$ cat config.mk
export PLATFORM = sky130hd
export DESIGN_NAME = enemy_wave_scheduler
export DESIGN_NICKNAME = d
export VERILOG_FILES = /design/src/rtl/enemy_wave_scheduler_pkg.sv /design/src/rtl/enemy_wave_scheduler_lfsr.sv /design/src/rtl/enemy_wave_scheduler.sv
export SDC_FILE = /design/constraint.sdc
export NUM_CORES = 1
export LEC_CHECK = 0
export ABC_AREA = 1
export CAP_MARGIN = 20
export CORE_UTILIZATION = 54
export DETAILED_ROUTE_END_ITERATION = 6
export GPL_ROUTABILITY_DRIVEN = 0
export GPL_TIMING_DRIVEN = 0
export PLACE_DENSITY = 0.89
export SETUP_SLACK_MARGIN = 0.4
export SLEW_MARGIN = 30
export SYNTH_ARGS = -nofsm -noshare
export SYNTH_HDL_FRONTEND = slang
export SYNTH_SLANG_ARGS = --single-unit
$ cat constraint.sdc
create_clock -name clk -period 2.6 [get_ports clk]
set_input_delay 0.52 -clock clk [delete_from_list [all_inputs] [get_ports clk]]
set_output_delay 0.52 -clock clk [all_outputs]
set_load 0.01 [all_outputs]
$ cat src/rtl/enemy_wave_scheduler_pkg.sv
// Shared types and constants for the enemy wave scheduler and its lane generator.
package enemy_wave_scheduler_pkg;

   typedef enum logic [1:0] {
      StIdle,
      StSpawn,
      StClear,
      StRest
   } wave_state_e;

   localparam int unsigned ScreenXMin = 144;
   localparam int unsigned ScreenXMax = 784;
   localparam int unsigned ScreenYMin = 31;
   localparam int unsigned ScreenYMax = 511;
   localparam int unsigned SpriteSize = 16;

   localparam int unsigned NumLanes = 8;
   localparam int unsigned CntWidth = 27;

   localparam logic [7:0] LfsrSeed = 8'hA5;
   // Right-shifting Galois form of x^8+x^6+x^5+x^4+1
   localparam logic [7:0] LfsrTaps = 8'hB8;

   // Never place two consecutive spawns in the same lane.
   function automatic logic [2:0] dedup_lane(input logic [2:0] raw,
                                             input logic [2:0] prev,
                                             input logic       prev_valid);
      return (prev_valid && (raw == prev)) ? raw + 3'd1 : raw;
   endfunction

endpackage

$ cat src/rtl/enemy_wave_scheduler_lfsr.sv
// 8-bit Galois LFSR lane picker; advances only when en is high.
module wave_lane_lfsr
   import enemy_wave_scheduler_pkg::*;
(
   input  logic       clk,
   input  logic       rst,
   input  logic       en,
   output logic [2:0] lane
);

   logic [7:0] lfsr_q, lfsr_d;

   always_comb begin
      lfsr_d = lfsr_q;
      if (en) begin
         lfsr_d = {1'b0, lfsr_q[7:1]} ^ (lfsr_q[0] ? LfsrTaps : 8'h00);
      end
   end

   always_ff @(posedge clk or posedge rst) begin
      if (rst) begin
         lfsr_q <= LfsrSeed;
      end else begin
         lfsr_q <= lfsr_d;
      end
   end

   assign lane = lfsr_q[2:0];

endmodule

$ cat src/rtl/enemy_wave_scheduler.sv
// Spawn sequencer for a bank of wave enemies: slot choice, lane choice, wave pacing and speed.
module enemy_wave_scheduler
   import enemy_wave_scheduler_pkg::*;
#(
   parameter int unsigned NUM_ENEMIES = 4,
   parameter int unsigned SPAWN_GAP   = 5000000,
   parameter int unsigned INTER_WAVE  = 100000000,
   parameter int unsigned BASE_SPEED  = 200000,
   parameter int unsigned SPEED_STEP  = 1000,
   parameter int unsigned MIN_SPEED   = 20000,
   parameter int unsigned LANE_LEFT   = 164,
   parameter int unsigned LANE_PITCH  = 72
) (
   input  logic                   clk,
   input  logic                   rst,
   input  logic                   pause,
   input  logic                   game_start_on,
   input  logic                   game_over_on,
   input  logic [15:0]            score,
   input  logic [NUM_ENEMIES-1:0] enemy_active,
   output logic [NUM_ENEMIES-1:0] spawn_req,
   output logic [9:0]             spawn_x,
   output logic [23:0]            wave_speed,
   output logic [7:0]             wave_num,
   output logic                   wave_busy
);

   localparam logic [CntWidth-1:0] SpawnReload = CntWidth'(SPAWN_GAP - 1);
   localparam logic [CntWidth-1:0] RestReload  = CntWidth'(INTER_WAVE - 1);
   localparam logic [3:0]          NumSlots    = 4'(NUM_ENEMIES);
   localparam logic [39:0]         SpeedRange  = 40'(BASE_SPEED - MIN_SPEED);

   wave_state_e          state_q, state_d;
   logic [CntWidth-1:0]  gap_q, gap_d;
   logic [3:0]           spawned_q, spawned_d;
   logic [7:0]           wave_num_q, wave_num_d;
   logic [2:0]           prev_lane_q;
   logic                 prev_valid_q;
   logic [9:0]           spawn_x_q;
   logic [23:0]          wave_speed_q, wave_speed_d;

   logic [NUM_ENEMIES-1:0] free_onehot;
   logic                   free_found;
   logic                   issue;
   logic [2:0]             raw_lane, lane_sel;
   logic [9:0]             lane_x;
   logic [39:0]            speed_prod;

   wave_lane_lfsr u_lane_lfsr (
      .clk  (clk),
      .rst  (rst),
      .en   (issue),
      .lane (raw_lane)
   );

   // Lowest-index free slot.
   always_comb begin
      free_onehot = '0;
      free_found  = 1'b0;
      for (int i = 0; i < NUM_ENEMIES; i++) begin
         if (!enemy_active[i] && !free_found) begin
            free_onehot[i] = 1'b1;
            free_found     = 1'b1;
         end
      end
   end

   always_comb begin
      lane_sel = dedup_lane(raw_lane, prev_lane_q, prev_valid_q);
      lane_x   = 10'(LANE_LEFT + 32'(lane_sel) * LANE_PITCH);
   end

   always_comb begin
      speed_prod = 40'(score) * 40'(SPEED_STEP);
      if (speed_prod >= SpeedRange) begin
         wave_speed_d = 24'(MIN_SPEED);
      end else begin
         wave_speed_d = 24'(40'(BASE_SPEED) - speed_prod);
      end
   end

   always_comb begin
      state_d    = state_q;
      gap_d      = gap_q;
      spawned_d  = spawned_q;
      wave_num_d = wave_num_q;
      issue      = 1'b0;

      if (game_over_on || game_start_on) begin
         state_d = StIdle;
         if (game_over_on) begin
            wave_num_d = '0;
         end
      end else if (!pause) begin
         case (state_q)
            StIdle: begin
               state_d   = StSpawn;
               gap_d     = '0;
               spawned_d = '0;
            end
            StSpawn: begin
               if (spawned_q >= NumSlots) begin
                  state_d = StClear;
               end else if (gap_q != '0) begin
                  gap_d = gap_q - 1'b1;
               end else if (free_found) begin
                  issue     = 1'b1;
                  spawned_d = spawned_q + 4'd1;
                  gap_d     = SpawnReload;
                  if (spawned_d == NumSlots) begin
                     state_d = StClear;
                  end
               end
            end
            StClear: begin
               if (enemy_active == '0) begin
                  gap_d   = RestReload;
                  state_d = StRest;
               end
            end
            StRest: begin
               if (gap_q == '0) begin
                  if (wave_num_q != 8'hFF) begin
                     wave_num_d = wave_num_q + 8'd1;
                  end
                  spawned_d = '0;
                  state_d   = StSpawn;
               end else begin
                  gap_d = gap_q - 1'b1;
               end
            end
            default: state_d = StIdle;
         endcase
      end
   end

   always_ff @(posedge clk or posedge rst) begin
      if (rst) begin
         state_q      <= StIdle;
         gap_q        <= '0;
         spawned_q    <= '0;
         wave_num_q   <= '0;
         prev_lane_q  <= '0;
         prev_valid_q <= 1'b0;
         spawn_x_q    <= 10'(LANE_LEFT);
         wave_speed_q <= 24'(BASE_SPEED);
      end else begin
         state_q      <= state_d;
         gap_q        <= gap_d;
         spawned_q    <= spawned_d;
         wave_num_q   <= wave_num_d;
         wave_speed_q <= wave_speed_d;
         if (issue) begin
            prev_lane_q  <= lane_sel;
            prev_valid_q <= 1'b1;
            spawn_x_q    <= lane_x;
         end
      end
   end

   // Strobe is combinational so pause or a screen change suppresses it in the same cycle.
   assign spawn_req  = issue ? free_onehot : '0;
   assign spawn_x    = issue ? lane_x : spawn_x_q;
   assign wave_speed = wave_speed_q;
   assign wave_num   = wave_num_q;
   assign wave_busy  = (state_q == StSpawn) || (state_q == StClear);

endmodule
==> impl_metrics.yaml, run 1 <==
run_status:
  status: "aborted with a tool error"
  lastStage: "global routing"
  error_line: "[ERROR GRT-0232] Routing congestion too high. Check the congestion heatmap in the GUI."
logic_synthesis:
  synth_area_per_cell_um2: 7.784
  synthCells: 1046
  synth_warnings: 0
  yosysTopAreaCell: "dfrtp_1"
  synth_cell_types: 46
  synth_seq_cells: 84
  synth.cell_area_mm2: 0.008142
  synthTopCellsByArea: "dfrtp_1 22%, fa_1 13%, nand2_1 11%"
  synth_ff_type: "dfrtp_1"
  seq_area_frac_synth_pct: 26.02
  async_reset_ff_share_pct: 100.0
  synth_edf_count: 0
  yosysTopAreaCellShare_pct: 21.82
clock_tree:
  ctsHoldBuffers: 0
  cts_root_buf: "clkbuf_16"
  clockBufferDepth: 2
  cts_buffers: 9
  htreeDepth: 3
  clock_sinks: 84
floorplan:
  rows: 44
  die_w_um: 124.8
  start_util_pct: 55.60
  die_y_um: 124.8
  top_level_ports: 72
global_routing:
  grt_antenna_before_repair: 4
  gr-total-overflow: 6
  grt_max_degree: 32
  grtUsageTotal_pct: 76.53
placed_design:
  dp_hpwl_um: 14720
  dp_cells: 1309
  port_buffers: 68
sta:
  worst-ep-kind: "register input"
  grt_worst_setup_endpoint: "wave_speed[3]$_DFF_PP0_/D"
-- timing repair --
| item | CTS |
|---|---|
| setup endpoints to repair | 77 |
| setup buffers | 65 |
| pin swaps | 58 |
| resized for setup | 266 |
| gates cloned | 6 |
-- Yosys cell counts, types with 5 or more instances --
library cell,instances
nand2_1,242
inv_1,184
nor2_1,77
dfrtp_1,71
nand3_1,69
ha_1,64
fa_1,54
o21ai_0,41
xor2_1,41
a21oi_1,23
nor2_2,21
o21ai_2,19
dfstp_2,13
nand4_1,12
nor3_1,10
xnor2_1,10
nand2_2,8
o21ai_1,7
o31ai_1,7
buf_2,6
inv_2,6
buf_6,5
nor4_1,5
-- per-stage QoR --
stage | setup slack, ps | TNS [ps] | area [um2]
CTS | -1680 | -38500 | 10830
detailed placement | -2651 | -50750 | 9547
global placement | -2561 | -48160 | 9472
floorplan | -1561 | -22640 | 8561
-- kinds of logic after synthesis --
group / share of synthesized area, %
AOI/OAI and AO/OA: 8.545
xor gates and xnor gates: 5.486
adders and majority gates: 23.11
buffers and inverters: 10.45
DFF: 26.02
other: 0.04606
and+or+nand+nor: 26.34
-- layer usage --
metal | GRT usage, % | GRT overflow
met1 | 75.25 | 0
met2 | 87.61 | 2
met3 | 68.21 | 0
met4 | 75.45 | 4
met5 | 50.00 | 0
==> inputs of run 2 (changes only) <==
CORE_UTILIZATION = 40   (was 54)
PLACE_DENSITY = not set   (was 0.89)
PLACE_DENSITY_LB_ADDON = 0.15   (was not set)
SETUP_SLACK_MARGIN = not set   (was 0.4)
clock period = 3.4 ns   (was 2.6 ns; I/O delays follow)
==> run 2 against run 1 <==
Compared with the run above:
- the flow now finishes, with violations (setup timing)
- synthesized area stayed put
- synthesized cell count unchanged
==> impl_metrics.yaml, run 2 <==
drt:
  drt-initial-drc-count: 302
  vias_per_cell: 4.775
  num_vias: 6995
  drt-total-wl_um: 19100
  wire_per_inst_um: 13.03
  antenna_left: 0
  dr.pass1.iters: 5
  route.detailed.drc: 0
logic_synthesis:
  synth_common_cells: "242 x nand2_1, 184 x inv_1, 77 x nor2_1"
  async_reset_ff_share_pct: 100.0
  synth_warnings: 0
  yosysMostFrequentCell: "nand2_1"
  synth_cell_types: 46
  synth_ff_type: "dfrtp_1"
  yosysTopAreaCell: "dfrtp_1"
  seq_area_frac_synth_pct: 26.02
  synth.cell_area_mm2: 0.008142
  synth_seq_cells: 84
  synthTopCellsByArea: "dfrtp_1 22%, fa_1 13%, nand2_1 11%"
  synth_area_per_cell_um2: 7.784
  synth_edf_count: 0
  yosysTopAreaCellShare_pct: 21.82
  synthCells: 1046
cells_and_area:
  antenna_cells: 0
  synthToLayoutAreaGrowth_pct: 29.84
  final_util_pct: 53.61
  max_flop_register: "gap_q"
  largest_register_ffs: 27
  layout.cells.most_common_list: "213 x nand2_1, 154 x inv_1, 70 x dfrtp_1"
  fin_nets: 1338
  finalInstanceArea_mm2: 0.01057
  final_common_cell: "nand2_1"
  stdcell_count: 1465
  drive_above_1_share_pct: 26.42
run_status:
  status: "complete, but fails checks"
  violations: "setup timing"
critical_path:
  cp.required_ps: 3690
  cp.arrival_ps: 4770
  worst_setup_path_start_kind: "input pin"
  crit_type: "input pin to register"
  path_max_fanout: 5
  end_kind: "register"
  r2r_slack_ps: 910
floorplan:
  die_area_mm2: 0.02093
  core_mm2: 0.01972
  start_util_pct: 41.29
  rows: 51
  die_w_um: 144.7
  top_level_ports: 72
  die_y_um: 144.7
sta:
  max_freq_mhz: 223.3
  min_period_ps: 4478
  setup_viol: 15
  fin_hold_ws_ps: 459.9
  hold_viol_final: 0
  tns_ps: -15740
  rsz0062_at_grt: "yes"
  slew_viol_final: 0
  clock_skew_ps: 11.02
  finalWorstSetupSlack_ps: -1078
  worst_pin_slew_ps: 659.9
  slew_headroom_pct: 55.67
  period_share_pct: 131.7
placed_design:
  dp_hpwl_um: 14910
  dp_cells: 1388
  placed_area_mm2: 0.009455
  port_buffers: 68
  pre_cts_ws_ps: -2067
clock_tree:
  clk_pin_slew_ps: 70
  ctsHoldBuffers: 0
  cts_buffers: 9
  clockBufferDepth: 2
  worstSkewPairLatency_ps: 350
  clock_sinks: 84
  cts_root_buf: "clkbuf_16"
  cts_tree: "done"
  htreeDepth: 3
power:
  fin_total_pwr_mw: 9.132
  power_density_mw_per_mm2: 863.8
  leakagePower_nw: 5.365
  vdd_ir_drop_max_mv: 0.4699
global_routing:
  grt_max_degree: 59
  grt_pass1_wl_um: 32000
  grt_antenna_before_repair: 0
  grtUsageTotal_pct: 19.39
  grt_pass1_vias: 6857
  gr-total-overflow: 0
job:
  drv_cap: 0
hold_path:
  hold_class: "register to register"
## run 2: layer usage
metal / up-vias / wire length (um) / GRT usage, %
li1: 3564 / - / -
met5: - / 0 / 0
met1: 3303 / 8720 / 25.13
met3: 19 / 517 / 2.270
met2: 109 / 9561 / 33.78
met4: 0 / 297 / 5.817
## run 2: cell families (layout without fill, tap and decap cells)
logic type | Yosys count | in the layout | share of synthesized area (%)
and+or+nand+nor | 471 | 472 | 26.34
buffers and inverters | 210 | 355 | 10.45
adders and majority gates | 118 | 118 | 23.11
AOI/OAI and AO/OA | 111 | 111 | 8.545
DFF | 84 | 84 | 26.02
xor gates and xnor gates | 51 | 51 | 5.486
other | 1 | 9 | 0.04606
## run 2: what timing repair did
action                                  CTS  global route
gates cloned                              1             0
pin swaps                                48            64
buffers inserted                         38            24
resized for setup                       141            88
endpoints found under the setup margin   29            28
## run 2: cell type report
type,count,area (um2)
fill,1856,9146
clock buffer,10,239.0
sequential,84,2120
inverter,191,754.5
clock inverter,6,76.32
tap,265,331.6
multi-input combinational,761,5748
timing repair buffer,130,1157
buffer,18,145.1
## run 2: worst paths after layout
path	depth (start not counted)	start	endpoint
max in group asynchronous	3	rst	u_lane_lfsr.lfsr_q[5]
min in group asynchronous	2	rst	wave_speed[18]
worst max-delay path	23	score[6]	wave_speed[16]
worst min-delay path	2	spawn_x_q[1]	spawn_x_q[1]
worst max register to register	11	gap_q[0]	gap_q[24]
worst min register to register	2	spawn_x_q[1]	spawn_x_q[1]
## run 2: critical path: stages
cell and delay [ps]:
buf_8 90, clkinvlp_4 130, buf_6 150, fa_1 470, fa_1 520, fa_1 510, fa_1 510, inv_2 50
ha_4 270, nand2_4 80, a21oi_2 50, nor2_2 160, nor2_1 80, nor2_1 150, nand2_1 60, nand2_1 50
nand2_1 60, nor2_1 100, nand2_1 100, a21oi_4 180, buf_6 140, nand2_8 70, nor2_2 100
## run 2: where the power goes
part,leakage (nW),internal (mW),switching (mW)
Clock,0.156,0.604,0.443
Sequential,1.07,1.13,0.0646
Combinational,4.14,2.86,4.03
Total,5.36,4.60,4.53
(Power assumes the default switching activity.)
